**config.mk**
```make
export PLATFORM = sky130hd
export DESIGN_NAME = lsu_mc
export DESIGN_NICKNAME = d
export VERILOG_FILES = /design/src/rtl/lsu_mc.sv
export SDC_FILE = /design/constraint.sdc
export NUM_CORES = 1
export LEC_CHECK = 0
export ABC_CLOCK_PERIOD_IN_PS = 6250
export BUFFER_PORTS_ARGS = -buffer_cell sky130_fd_sc_hd__buf_4
export CAP_MARGIN = 20
export CELL_PAD_IN_SITES_DETAIL_PLACEMENT = 0
export CELL_PAD_IN_SITES_GLOBAL_PLACEMENT = 2
export CORE_AREA = 2 2 141 143
export CTS_CLUSTER_DIAMETER = 200
export CTS_CLUSTER_SIZE = 10
export DETAILED_ROUTE_END_ITERATION = 12
export DIE_AREA = 0 0 143 145
export GPL_ROUTABILITY_DRIVEN = 1
export PLACE_DENSITY_LB_ADDON = 0.3
export SLEW_MARGIN = 20
export SYNTH_ARGS = -nofsm -noshare
export SYNTH_HDL_FRONTEND = slang
export SYNTH_SLANG_ARGS = --single-unit
```
**constraint.sdc**
```tcl
create_clock -name clk -period 6.25 [get_ports clk]
set_input_delay 0.625 -clock clk [delete_from_list [all_inputs] [get_ports clk]]
set_output_delay 0.625 -clock clk [all_outputs]
set_load 0.03 [all_outputs]
```
**src/rtl/lsu_mc.sv**
```systemverilog
// rtl/lsu_mc.sv - multi-cycle load/store unit with a handshaked data-memory port
module lsu_mc #(
    parameter int XLEN    = 32,
    parameter int ADDR_W  = 32,
    parameter int TIMEOUT = 255
) (
    input  logic                clk,
    input  logic                rst,
    input  logic                in_valid,
    output logic                in_ready,
    input  logic                in_store,
    input  logic [2:0]          in_funct3,
    input  logic [ADDR_W-1:0]   in_addr,
    input  logic [XLEN-1:0]     in_wdata,
    output logic                mem_req_valid,
    input  logic                mem_req_ready,
    output logic [ADDR_W-1:0]   mem_req_addr,
    output logic                mem_req_wen,
    output logic [XLEN-1:0]     mem_req_wdata,
    output logic [XLEN/8-1:0]   mem_req_wstrb,
    input  logic                mem_rsp_valid,
    input  logic [XLEN-1:0]     mem_rsp_rdata,
    input  logic                mem_rsp_err,
    output logic                out_valid,
    output logic [XLEN-1:0]     out_rdata,
    output logic                out_misalign,
    output logic                out_buserr
);
    localparam int NB    = XLEN / 8;
    localparam int OFF_W = $clog2(NB);
    localparam int CNT_W = (TIMEOUT > 0) ? $clog2(TIMEOUT + 1) : 1;
    localparam logic [CNT_W:0] TO_V = (CNT_W + 1)'(TIMEOUT);

    localparam logic [1:0] IDLE     = 2'd0;
    localparam logic [1:0] REQ      = 2'd1;
    localparam logic [1:0] WAIT_RSP = 2'd2;
    localparam logic [1:0] DONE     = 2'd3;

    logic [1:0]        state;
    logic              store_q;
    logic [2:0]        funct3_q;
    logic [OFF_W-1:0]  off_q;
    logic [ADDR_W-1:0] addr_q;
    logic [XLEN-1:0]   wdata_q;
    logic [NB-1:0]     wstrb_q;
    logic [XLEN-1:0]   rdata_q;
    logic              err_q;
    logic              mis_q;
    logic [CNT_W-1:0]  cnt;
    logic [CNT_W:0]    cnt_nxt;

    logic [OFF_W-1:0]  in_off;
    logic [7:0]        size_mask8;
    logic [NB-1:0]     in_wstrb;
    logic              bad;

    // Decode of the incoming op: lane offset, byte mask and fault detection
    always_comb begin
        in_off = in_addr[OFF_W-1:0];
        case (in_funct3[1:0])
            2'b00:   size_mask8 = 8'h01;
            2'b01:   size_mask8 = 8'h03;
            2'b10:   size_mask8 = 8'h0F;
            default: size_mask8 = 8'hFF;
        endcase
        in_wstrb = size_mask8[NB-1:0] << in_off;
        bad = (in_funct3 == 3'b111)
            || ((XLEN == 32) && (in_funct3 == 3'b011 || in_funct3 == 3'b110))
            || (in_funct3[1:0] == 2'b01 && in_addr[0])
            || (in_funct3[1:0] == 2'b10 && in_addr[1:0] != 2'b00)
            || (in_funct3[1:0] == 2'b11 && in_addr[2:0] != 3'b000);
    end

    assign cnt_nxt = {1'b0, cnt} + (CNT_W + 1)'(1);

    always_ff @(posedge clk) begin
        if (rst) begin
            state    <= IDLE;
            store_q  <= 1'b0;
            funct3_q <= 3'b000;
            off_q    <= '0;
            addr_q   <= '0;
            wdata_q  <= '0;
            wstrb_q  <= '0;
            rdata_q  <= '0;
            err_q    <= 1'b0;
            mis_q    <= 1'b0;
            cnt      <= '0;
        end else begin
            case (state)
                IDLE: begin
                    if (in_valid) begin
                        store_q  <= in_store;
                        funct3_q <= in_funct3;
                        off_q    <= in_off;
                        addr_q   <= {in_addr[ADDR_W-1:OFF_W], {OFF_W{1'b0}}};
                        wdata_q  <= in_wdata << {in_off, 3'b000};
                        wstrb_q  <= in_wstrb;
                        rdata_q  <= '0;
                        err_q    <= 1'b0;
                        mis_q    <= bad;
                        state    <= bad ? DONE : REQ;
                    end
                end
                REQ: begin
                    if (mem_req_ready) begin
                        cnt   <= '0;
                        state <= WAIT_RSP;
                    end
                end
                WAIT_RSP: begin
                    cnt <= cnt_nxt[CNT_W-1:0];
                    // A response in the same cycle as the timeout takes priority
                    if (mem_rsp_valid) begin
                        rdata_q <= mem_rsp_rdata;
                        err_q   <= mem_rsp_err;
                        state   <= DONE;
                    end else if (TIMEOUT != 0 && cnt_nxt == TO_V) begin
                        err_q <= 1'b1;
                        state <= DONE;
                    end
                end
                default: state <= IDLE;
            endcase
        end
    end

    assign in_ready      = (state == IDLE);
    assign mem_req_valid = (state == REQ);
    assign mem_req_addr  = addr_q;
    assign mem_req_wen   = store_q;
    assign mem_req_wdata = wdata_q;
    assign mem_req_wstrb = wstrb_q;
    assign out_valid     = (state == DONE);
    assign out_misalign  = out_valid & mis_q;
    assign out_buserr    = out_valid & err_q;

    logic [XLEN-1:0] sh;
    logic [XLEN-1:0] keep;
    logic [XLEN-1:0] ext;
    logic            sgn;

    always_comb begin
        sh   = rdata_q >> {off_q, 3'b000};
        keep = '1;
        sgn  = 1'b0;
        case (funct3_q)
            3'b000: begin keep = XLEN'(8'hFF);         sgn = sh[7];  end
            3'b001: begin keep = XLEN'(16'hFFFF);      sgn = sh[15]; end
            3'b010: begin keep = XLEN'(32'hFFFF_FFFF); sgn = sh[31]; end
            3'b100: keep = XLEN'(8'hFF);
            3'b101: keep = XLEN'(16'hFFFF);
            3'b110: keep = XLEN'(32'hFFFF_FFFF);
            default: keep = '1;
        endcase
        ext = (sh & keep) | ({XLEN{sgn}} & ~keep);
    end

    assign out_rdata = (out_valid && !store_q && !mis_q && !err_q) ? ext : '0;

endmodule

```
==> qor.csv <==
metric,value,unit
CTS tree,yes,
drt wl/cell,15.7,microns
hold_buf cts,0,
Routability Congestion,0.843,
Static Leak,3.25,nW
critical path's most frequent cell,nand2_1,
Slew Limit Fails,0,
Std-Cell Rows,51,
Worst Path Required,5.62,ns
# DRC,0,
Chip Width,143,microns
IO Port Bufs,209,
Synth Instances,696,
GRT Total Usage,0.175,
critical path endpoint category,primary output,
initial antenna violation count,0,
vias in the first global route,5497,
clock latency on the worst-skew pair,0.42,ns
Relative slew margins,0.359,
crit-path cells,ha_1 -> or4b_1 -> or3b_1 -> nor2_1 -> nand2_1 -> nand2_1 -> buf_4,
GRT Residual Overflow,0,
Ys Warns,0,
Final Total Pwr,2.91,mW
diode count,0,
Worst Skew,0.0148,ns
Initial Util,0.286,
sequential share of power,0.322,
outcome,completed,
clk root buf,clkbuf_16,
CP bufs+invs,1,
Via density,4.86,
fmax,0.276,GHz
largest net degree at the start of global routing,78,
sequential area share after synthesis,0.423,
"Core Util, Final",0.408,
main flop type after synthesis,dfxtp_1,
unrepaired setup endpoints after global routing,no,
startpoint types,register,
number of enable flip-flop cells after synthesis,0,
clock buffer count from CTS,17,
TritonRoute pass-1 iters,5,
Final Setup Violations,0,
Die Ht,145,microns
Final Hold Viols,0,
Yosys reg bits,116,
CP max stage cell,or4b_1,
min Tclk post-route,3.62,ns
Netlist cell types,48,
DP Area,0.00718,sq mm
global-route wire length before repair,28900,microns
final instance area,0.00784,sq mm
Gate power share,0.311,
P_sw,1.04,mW
setup TNS,0,ns
Max Root-Sink Buffers,2,
register-to-register setup slack,3.80,ns
Setup Buffers After CTS,0,
Layout area overhead,42.8,%
routed wire length,18000,microns
"Largest stage delay, worst path",0.68,ns
ratio of cells with drive above 1 in the final layout,0.312,
crit-path max FO,12,
CP top delay family,simple AND/OR/NAND/NOR gates,
switching share of power,0.357,
MaxCap Viol Count,0,
number of top-level pins,212,
mean post-synth cell area,7.88,sq um
crit share post-route,0.580,
Nets,981,
post-CTS sizing,0,
total number of vias,5574,
final HPWL from detailed placement,13200,microns
clk sinks,116,
peak supply drop,0.207,mV
initial drt markers,215,
mapped cell area,0.00549,sq mm
clk slew on worst S/H paths,0.05,ns
worst-margin pin slew,0.954,ns
crit path DAT,3.00,ns
WS Path Type,register to primary output,
Pint,1.87,mW
DRT antenna net count,0,
H-Tree Level Count,4,
async set-reset flop share out of synthesis,0,
die footprint,0.0207,sq mm
core area,0.0192,sq mm
class of the worst hold path,register to register,
Power Dens Cells,372,mW/mm^2
clock group share of total power,0.367,
-- layout by cell type, fill, tap and decap left out, types with 2 or more instances in the layout --
master      count
and2_2          2
clkinvlp_4      5
buf_4         213
o21ai_2         2
nand2b_1        4
nor2_1         56
mux2i_1        26
nor2b_1        12
a21boi_0        2
nor3_1          7
a21oi_1       105
clkbuf_16      17
clkinv_2        2
nand3_1        37
and2_1          2
conb_1          2
o21ai_0        11
bufinv_16       5
dfxtp_1       116
a22oi_1        19
o211ai_1        9
nand2_2         2
nand2_1       140
a222oi_1        8
nand4_1         2
nand3b_1        3
inv_1           5
ha_1            6
a211oi_1       17
mux2_2         20
-- registers in the layout, summed over array words and instances, names as in the netlist --
register and count:
rdata_q 32, state 2, err_q 1, mem_req_wdata 32, mem_req_wen 1, mis_q 1, mem_req_wstrb 4, off_q 2
funct3_q 3, mem_req_addr 30, cnt 8
-- cells by family after synthesis --
group / synth area share
and+or+nand+nor: 0.219
AOI/OAI and AO/OA: 0.201
DFF: 0.423
buffers and inverters: 0.0495
muxes: 0.0926
adders and majority gates: 0.0137
other: 0.000684
-- power groups by stage --
stage / logic, mW / registers (mW) / clock network [mW]
finish: 0.907 / 0.937 / 1.07
global placement: 0.909 / 0.948 / 0
CTS: 0.920 / 0.939 / 1.09
global route: 1.01 / 0.955 / 1.13
floorplan: 0.489 / 1.06 / 0
detailed placement: 0.918 / 0.953 / 0
-- cell usage after synthesis, drive strengths merged, types with 8 or more instances --
| cell | n | share of area |
|---|---|---|
| a211oi | 17 | 0.023 |
| a21oi | 105 | 0.096 |
| a222oi | 8 | 0.015 |
| a22oi | 19 | 0.026 |
| buf | 19 | 0.017 |
| clkbuf | 41 | 0.028 |
| dfxtp | 116 | 0.42 |
| mux2 | 20 | 0.041 |
| mux2i | 26 | 0.047 |
| nand2 | 142 | 0.097 |
| nand3 | 37 | 0.034 |
| nor2 | 57 | 0.039 |
| nor2b | 12 | 0.014 |
| nor3 | 8 | 0.0073 |
| o211ai | 9 | 0.012 |
| o21ai | 14 | 0.014 |
-- layer usage --
layer  vias to the layer above  track usage  wire length (microns)  share of wire
li1                       2761            -                      -              -
met2                       202        0.279                   8470           0.47
met5                         -            0                      0              0
met1                      2596        0.212                   7450           0.41
met4                         0       0.0550                    264          0.015
met3                        15       0.0736                   1840           0.10
-- worst min-delay path, delay by kind of cell (launching register included) --
family	cells	cell delay (ns)
DFF	1	0.30
and+or+nand+nor	1	0.05
AOI/OAI and AO/OA	1	0.05
-- through the flow --
step | setup WS [ns] | hold slack [ns] | instances
2_1_floorplan | 3.15 | 0.427 | 697
3_3_place_gp | 3.14 | 0.442 | 1115
3_5_place_dp | 3.05 | 0.445 | 1115
4_1_cts | 2.61 | 0.434 | 1147
5_1_grt | 2.40 | 0.447 | 1147
6_report | 2.63 | 0.447 | 1147
-- final cells by class --
type                    count  area, sq um
well taps                 265          332
clock buffers              19          443
fillers                  2014        11400
inverters                   6         22.5
repair buffers            213         1600
flip-flops and latches    116         2320
multi-input cells         515         2910
clock inverters            13          206
-- final timing paths --
kind / start / cells past startpoint / end
setup / recovery: state[0] / 7 / out_rdata[30]
hold / removal: rdata_q[6] / 2 / rdata_q[6]
setup reg to reg: state[0] / 7 / mem_req_wdata[17]
hold reg to reg: rdata_q[6] / 2 / rdata_q[6]
(Power assumes the default switching activity.)
